$ cat src/rtl/mbus_halt_master_if.sv
// Main 6809 bus and request/response signals of the HALT bus master.
// Optional grant timeout is enabled by defining MBUS_GRANT_TIMEOUT_EN.
interface mbus_halt_master_if;
    logic        E;
    logic        BA;
    logic        BS;
    logic        GHn;
    logic        BUS_OE;
    logic [15:0] MADDR;
    logic [7:0]  MDATA_OUT;
    logic [7:0]  MDATA_IN;
    logic        RWn;
    logic        REQ_VALID;
    logic        REQ_READY;
    logic        REQ_WR;
    logic [15:0] REQ_ADDR;
    logic [7:0]  REQ_WDATA;
    logic        REQ_LAST;
    logic        RSP_VALID;
    logic [7:0]  RSP_RDATA;
    logic        ERR;
    logic        OWNED;

    modport master (
        input  E, BA, BS, MDATA_IN,
        input  REQ_VALID, REQ_WR, REQ_ADDR, REQ_WDATA, REQ_LAST,
        output GHn, BUS_OE, MADDR, MDATA_OUT, RWn,
        output REQ_READY, RSP_VALID, RSP_RDATA, ERR, OWNED
    );

    modport slave (
        output E, BA, BS, MDATA_IN,
        output REQ_VALID, REQ_WR, REQ_ADDR, REQ_WDATA, REQ_LAST,
        input  GHn, BUS_OE, MADDR, MDATA_OUT, RWn,
        input  REQ_READY, RSP_VALID, RSP_RDATA, ERR, OWNED
    );
endinterface

$ cat src/rtl/mbus_halt_master.sv
// Secondary 6809 bus master: halts the CPU, then runs one byte access per E.
// Define MBUS_GRANT_TIMEOUT_EN to abort a HALT request that is never granted.
module mbus_halt_master #(
    parameter int unsigned GRANT_TIMEOUT = 64,
    parameter logic [15:0] IDLE_ADDR     = 16'hFFFF
) (
    input logic CLKSYS,
    input logic RESETn,
    mbus_halt_master_if.master bus
);

    typedef enum logic [2:0] {
        ST_IDLE,
        ST_HALT_REQ,
        ST_OWN,
        ST_ACCESS,
        ST_RELEASE
    } state_t;

    state_t state;
    logic   e_q;
    logic   e_fall;
    logic   grant;
    logic   accept;
    logic   to_hit;
    logic   acc_wr;
    logic   acc_last;

    assign e_fall = e_q & ~bus.E;
    assign grant  = bus.BA & bus.BS;

    // A request is taken in OWN, or back-to-back at the end of a non-last access.
    assign accept = e_fall & grant & bus.REQ_VALID &
                    ((state == ST_OWN) |
                     ((state == ST_ACCESS) & ~acc_last));

    assign bus.REQ_READY = accept | to_hit;

    // Previous E level for falling-edge detection.
    always_ff @(posedge CLKSYS or negedge RESETn) begin
        if (!RESETn) e_q <= 1'b0;
        else         e_q <= bus.E;
    end

`ifdef MBUS_GRANT_TIMEOUT_EN
    localparam int CNT_W = (GRANT_TIMEOUT > 1) ? $clog2(GRANT_TIMEOUT) : 1;

    logic [CNT_W-1:0] to_cnt;

    assign to_hit = (state == ST_HALT_REQ) & e_fall & ~grant &
                    (to_cnt == CNT_W'(GRANT_TIMEOUT - 1));

    // Counts ungranted E falls while the HALT request is pending.
    always_ff @(posedge CLKSYS or negedge RESETn) begin
        if (!RESETn)                     to_cnt <= '0;
        else if (state != ST_HALT_REQ)   to_cnt <= '0;
        else if (e_fall && !grant)       to_cnt <= to_cnt + 1'b1;
    end
`else
    assign to_hit = 1'b0;
`endif

    // Bus tenure FSM with registered bus and response outputs.
    always_ff @(posedge CLKSYS or negedge RESETn) begin
        if (!RESETn) begin
            state         <= ST_IDLE;
            bus.GHn       <= 1'b1;
            bus.BUS_OE    <= 1'b0;
            bus.MADDR     <= IDLE_ADDR;
            bus.MDATA_OUT <= 8'h00;
            bus.RWn       <= 1'b1;
            bus.RSP_VALID <= 1'b0;
            bus.RSP_RDATA <= 8'h00;
            bus.ERR       <= 1'b0;
            bus.OWNED     <= 1'b0;
            acc_wr        <= 1'b0;
            acc_last      <= 1'b0;
        end else begin
            bus.RSP_VALID <= 1'b0;
            if (accept) begin
                bus.ERR       <= 1'b0;
                acc_wr        <= bus.REQ_WR;
                acc_last      <= bus.REQ_LAST;
                bus.MADDR     <= bus.REQ_ADDR;
                bus.RWn       <= ~bus.REQ_WR;
                bus.MDATA_OUT <= bus.REQ_WDATA;
            end
            unique case (state)
                ST_IDLE: begin
                    if (bus.REQ_VALID) begin
                        state   <= ST_HALT_REQ;
                        bus.GHn <= 1'b0;
                    end
                end
                ST_HALT_REQ: begin
                    if (e_fall && grant) begin
                        state      <= ST_OWN;
                        bus.BUS_OE <= 1'b1;
                        bus.OWNED  <= 1'b1;
                        bus.MADDR  <= IDLE_ADDR;
                        bus.RWn    <= 1'b1;
                    end else if (to_hit) begin
                        state         <= ST_RELEASE;
                        bus.GHn       <= 1'b1;
                        bus.ERR       <= 1'b1;
                        bus.RSP_VALID <= 1'b1;
                        bus.RSP_RDATA <= 8'hFF;
                    end
                end
                ST_OWN, ST_ACCESS: begin
                    if (e_fall) begin
                        if (!grant) begin
                            // CPU took the bus back: abort, no response.
                            state      <= ST_RELEASE;
                            bus.GHn    <= 1'b1;
                            bus.BUS_OE <= 1'b0;
                            bus.OWNED  <= 1'b0;
                            bus.ERR    <= 1'b1;
                            bus.MADDR  <= IDLE_ADDR;
                            bus.RWn    <= 1'b1;
                        end else if (state == ST_ACCESS) begin
                            bus.RSP_VALID <= 1'b1;
                            if (!acc_wr) bus.RSP_RDATA <= bus.MDATA_IN;
                            if (acc_last) begin
                                state      <= ST_RELEASE;
                                bus.GHn    <= 1'b1;
                                bus.BUS_OE <= 1'b0;
                                bus.OWNED  <= 1'b0;
                                bus.MADDR  <= IDLE_ADDR;
                                bus.RWn    <= 1'b1;
                            end else if (!bus.REQ_VALID) begin
                                state     <= ST_OWN;
                                bus.MADDR <= IDLE_ADDR;
                                bus.RWn   <= 1'b1;
                            end
                        end else if (bus.REQ_VALID) begin
                            state <= ST_ACCESS;
                        end
                    end
                end
                ST_RELEASE: begin
                    if (e_fall && !bus.BA) state <= ST_IDLE;
                end
                default: state <= ST_IDLE;
            endcase
        end
    end

endmodule

$ cat src/flat_wrapper.sv
// flat-port wrapper written by rule: the top's interface ports become plain ports
module mbus_halt_master_flat 
#(
    parameter int unsigned GRANT_TIMEOUT = 64,
    parameter logic [15:0] IDLE_ADDR     = 16'hFFFF
)
  (CLKSYS, RESETn, bus_E, bus_BA, bus_BS, bus_MDATA_IN, bus_REQ_VALID, bus_REQ_WR, bus_REQ_ADDR, bus_REQ_WDATA, bus_REQ_LAST, bus_GHn, bus_BUS_OE, bus_MADDR, bus_MDATA_OUT, bus_RWn, bus_REQ_READY, bus_RSP_VALID, bus_RSP_RDATA, bus_ERR, bus_OWNED);
  mbus_halt_master_if bus_i ();
  input logic CLKSYS;
  input logic RESETn;
  input wire logic [$bits(bus_i.E)-1:0] bus_E;
  input wire logic [$bits(bus_i.BA)-1:0] bus_BA;
  input wire logic [$bits(bus_i.BS)-1:0] bus_BS;
  input wire logic [$bits(bus_i.MDATA_IN)-1:0] bus_MDATA_IN;
  input wire logic [$bits(bus_i.REQ_VALID)-1:0] bus_REQ_VALID;
  input wire logic [$bits(bus_i.REQ_WR)-1:0] bus_REQ_WR;
  input wire logic [$bits(bus_i.REQ_ADDR)-1:0] bus_REQ_ADDR;
  input wire logic [$bits(bus_i.REQ_WDATA)-1:0] bus_REQ_WDATA;
  input wire logic [$bits(bus_i.REQ_LAST)-1:0] bus_REQ_LAST;
  output wire logic [$bits(bus_i.GHn)-1:0] bus_GHn;
  output wire logic [$bits(bus_i.BUS_OE)-1:0] bus_BUS_OE;
  output wire logic [$bits(bus_i.MADDR)-1:0] bus_MADDR;
  output wire logic [$bits(bus_i.MDATA_OUT)-1:0] bus_MDATA_OUT;
  output wire logic [$bits(bus_i.RWn)-1:0] bus_RWn;
  output wire logic [$bits(bus_i.REQ_READY)-1:0] bus_REQ_READY;
  output wire logic [$bits(bus_i.RSP_VALID)-1:0] bus_RSP_VALID;
  output wire logic [$bits(bus_i.RSP_RDATA)-1:0] bus_RSP_RDATA;
  output wire logic [$bits(bus_i.ERR)-1:0] bus_ERR;
  output wire logic [$bits(bus_i.OWNED)-1:0] bus_OWNED;
  assign bus_i.E = bus_E;
  assign bus_i.BA = bus_BA;
  assign bus_i.BS = bus_BS;
  assign bus_i.MDATA_IN = bus_MDATA_IN;
  assign bus_i.REQ_VALID = bus_REQ_VALID;
  assign bus_i.REQ_WR = bus_REQ_WR;
  assign bus_i.REQ_ADDR = bus_REQ_ADDR;
  assign bus_i.REQ_WDATA = bus_REQ_WDATA;
  assign bus_i.REQ_LAST = bus_REQ_LAST;
  assign bus_GHn = bus_i.GHn;
  assign bus_BUS_OE = bus_i.BUS_OE;
  assign bus_MADDR = bus_i.MADDR;
  assign bus_MDATA_OUT = bus_i.MDATA_OUT;
  assign bus_RWn = bus_i.RWn;
  assign bus_REQ_READY = bus_i.REQ_READY;
  assign bus_RSP_VALID = bus_i.RSP_VALID;
  assign bus_RSP_RDATA = bus_i.RSP_RDATA;
  assign bus_ERR = bus_i.ERR;
  assign bus_OWNED = bus_i.OWNED;
  mbus_halt_master #(.GRANT_TIMEOUT(GRANT_TIMEOUT), .IDLE_ADDR(IDLE_ADDR)) u_core (.CLKSYS(CLKSYS), .RESETn(RESETn), .bus(bus_i));
endmodule
$ cat config.mk
export PLATFORM = sky130hd
export DESIGN_NAME = mbus_halt_master_flat
export DESIGN_NICKNAME = d
export VERILOG_FILES = /design/src/rtl/mbus_halt_master_if.sv /design/src/rtl/mbus_halt_master.sv /design/src/flat_wrapper.sv
export SDC_FILE = /design/constraint.sdc
export NUM_CORES = 1
export LEC_CHECK = 0
export CORE_MARGIN = 3
export CORE_UTILIZATION = 45
export CTS_CLUSTER_SIZE = 8
export DETAILED_ROUTE_END_ITERATION = 16
export GPL_ROUTABILITY_DRIVEN = 0
export GPL_TIMING_DRIVEN = 1
export PLACE_DENSITY = 0.8
export SYNTH_ARGS = -nofsm -noshare
export SYNTH_HDL_FRONTEND = slang
export SYNTH_SLANG_ARGS = --single-unit
$ cat constraint.sdc
create_clock -name CLKSYS -period 2.56 [get_ports CLKSYS]
set_clock_uncertainty 0.2 [all_clocks]
set_input_delay 0.512 -clock CLKSYS [delete_from_list [all_inputs] [get_ports CLKSYS]]
set_output_delay 0.512 -clock CLKSYS [all_outputs]
set_load 0.03 [all_outputs]
==> impl_metrics.csv <==
group,metric,value,unit
routing,drc,0,
place,dpl_cell_area,2630,um^2
pwr,p_seq_share,39.4,%
pwr,p_comb_share,45.1,%
place,post-place-ws,18.65,ps
synth,syn_area_per_cell,13.00,um^2
setup_path,worst_setup_path_start_kind,"primary input",
setup_path,path_max_fanout,7,
cells_and_area,seqCellArea,1099,um^2
cells_and_area,postLayoutCellArea,2730,um^2
pwr,p_int,1.837,mW
routing,via_per_inst,4.985,
hold_path,hold_path_class,"primary input to asynchronous set/reset pin",
setup_path,cp_cell_sequence,"clkdlybuf4s50_1 > and2_1 > nand4_4 > inv_1 > buf_4",
clock_network,numCtsBuffers,5,
routing,drt-total-wl,3979,um
routing,firstDrtPassIters,4,
timing,slew_headroom,39.66,%
cells_and_area,multi_input_area,683.2,um^2
clock_network,cts_resized,0,
place,placement.io_buffers,78,
cells_and_area,drive_gt1_share,22.52,%
global_routing,grt_max_degree,44,
die,die_w,70.28,um
cells_and_area,utilization,71.35,%
run_status,outcome,"finished, final reports clean",
global_routing,globalRoute.busiestLayer,"met2",
die,boundaryPins,79,
timing,fin_ws,122.6,ps
clock_network,htree_num_levels,2,
routing,wl_per_cell,14.74,um
global_routing,overflow,0,
die,rows,22,
clock_network,cts.path.max_buffers,2,
die,die_area,4939,um^2
timing,period_minus_slack,2437,ps
timing,setup-tns-final,0,ps
setup_path,crit_path_top_delay_cell,"clkdlybuf4s50_1",
clock_network,clkTransAtPathRegs,70,ps
routing,drt-initial-drc-count,65,
clock_network,ctsHoldBuffers,0,
setup_path,slowest_delay,500,ps
clock_network,post_cts_buffers,0,
pwr,clockPowerShare,15.5,%
cells_and_area,stdcell_count,270,
timing,worst_pin_slew,905.0,ps
clock_network,clock_latency,280,ps
die,start_util,48.59,%
place,dpl.hpwl,2987,um
routing,vias,1346,
pwr,power_density,1077,nW/um^2
timing,timing.fmax,410.3,MHz
die,core,3826,um^2
global_routing,antenna_found_initial,0,
pwr,p_sw_share,37.51,%
die,die_y,70.28,um
pwr,switchingPower,1.103,mW
pwr,leakagePower,1.257,nW
global_routing,track_usage,17.38,%
pwr,fin_total_pwr,2.940,mW
cells_and_area,nFillCells,272,
clock_network,clockRootBuffer,"clkbuf_8",
timing,layout_worst_path_cycle_share,95.21,%
timing,hold_viol,0,
synth,yosysSeqAreaShare,59.08,%
setup_path,worstPathArrival,1730,ps
setup_path,endpoint_kind,"output port",
timing,setup_violations,0,
global_routing,use_met3,7.770,%
setup_path,criticalPathCategory,"primary input to output port",
global_routing,use_met1,21.67,%
pwr,peakVddDrop,0.7541,mV
routing,detail-route-antenna-nets,0,
setup_path,worstPathRequired,1850,ps
place,placed_cells,262,
cells_and_area,syn_to_final_growth,46.84,%
setup_path,r2r_setup_slack,580,ps
timing,drv_slew,0,
cells_and_area,antenna_cells,0,
clock_network,clock_sinks,43,
synth,synth_cells,143,
global_routing,gr-usage-met2,26.92,%
timing,rsz0062_at_grt,"false",
synth,synth_fp_nets,183,
cells_and_area,final_nets,261,
job,cap_violations,0,
synth,yosys_warnings,0,
synth,synth_area,1859,um^2
global_routing,grt_pass1_vias,1394,
clock_network,cts_tree,"done",
timing,whs,157.0,ps
global_routing,grt_pass1_wl,6699,um
synth,synth_cell_types,28,
synth,synth-seq-cells,43,
[kinds of logic after synthesis]
kind of cell | Yosys count | synth area share (%)
and+or+nand+nor | 40 | 11.58
AOI/OAI and AO/OA | 16 | 5.653
DFF | 43 | 59.08
muxes | 34 | 19.52
buffers and inverters | 10 | 4.172
[routing by layer]
metal	wire length (um)	up-vias
li1	-	651
met2	1887	50
met5	0	-
met3	328	4
met1	1724	641
met4	38	0
[layout make-up]
cell class                 count  share of cell area (%)
clock buffer                   8                   3.666
inverter                       2                  0.2750
multi-input combinational     90                   25.02
sequential                    43                   40.24
tap                           48                   2.200
timing repair buffer          79                   28.60
[synthesized netlist by cell type]
library cell  instances  area [um^2]
a21oi_1               6        30.03
nand4_4               1        21.27
nor2b_1               1        6.260
o21ai_0               2        10.01
dfstp_2              18        473.0
o2bb2ai_1             1        8.760
nand2b_1              1        6.260
o211ai_1              3        22.52
nand3_2               1        10.01
nand2_1              25        93.84
mux2_2               18        202.7
mux2i_1              16        160.2
a22o_1                1        8.760
buf_6                 4        45.04
dfrtp_1              25        625.6
buf_2                 2        10.01
a211o_1               1        8.760
and3_1                1        6.260
o211a_1               1        10.01
and4bb_4              1        16.27
and2_1                1        6.260
o22ai_1               1        6.260
nor3_4                1        16.27
nor2_1                5        18.77
nand3_1               1        5.000
and4_1                1        8.760
buf_4                 2        15.01
inv_1                 2        7.510
[sequential cells by signal (all words and copies together) (netlist names)]
signal,flops
u_core.bus.MADDR,16
u_core.bus.MDATA_OUT,8
u_core.bus.RSP_RDATA,8
u_core.state,3
u_core.acc_last,1
u_core.acc_wr,1
u_core.bus.BUS_OE,1
u_core.bus.ERR,1
u_core.bus.GHn,1
u_core.bus.RSP_VALID,1
u_core.bus.RWn,1
u_core.e_q,1
[worst paths after layout]
check | start | endpoint | cells past startpoint
setup reg to reg | u_core.state[1] | u_core.bus.MDATA_OUT[3] | 4
hold / removal | RESETn | u_core.bus.MDATA_OUT[2] | 1
setup / recovery | bus_BA | bus_REQ_READY | 5
min in group CLKSYS | u_core.bus.ERR | u_core.bus.ERR | 1
hold reg to reg | u_core.bus.ERR | u_core.bus.ERR | 1
max in group asynchronous | RESETn | u_core.bus.MDATA_OUT[4] | 1
[worst max-delay path, delay by kind of cell]
family / cells / cell delay [ps]
and+or+nand+nor: 2 / 450
buffers and inverters: 3 / 760
[placed cells by master (no fill, tap or decap)]
master	count
clkbuf_1	1
o211a_1	1
nor2b_1	1
and4bb_4	1
o21ai_0	2
mux2_2	18
nand3_2	1
nand3_1	1
o211ai_1	3
and2_1	1
a22o_1	1
a21oi_1	6
buf_2	1
nor3_4	1
o2bb2ai_1	1
dfrtp_1	25
a211o_1	1
and3_1	1
dfstp_2	18
nor2_1	5
inv_1	2
clkdlybuf4s50_1	76
nand4_4	1
nand2b_1	1
and4_1	1
nand2_1	25
buf_4	2
o22ai_1	1
mux2i_1	16
clkbuf_8	7
[power by group through the flow]
stage / Clock, mW / Combinational (mW) / Sequential, mW
global placement: 0 / 1.32 / 1.16
global route: 0.508 / 1.41 / 1.20
floorplan: 0 / 0.359 / 1.57
finish: 0.456 / 1.33 / 1.16
detailed placement: 0 / 1.34 / 1.17
CTS: 0.473 / 1.34 / 1.16
No activity file was read; power rests on OpenSTA's default activity.
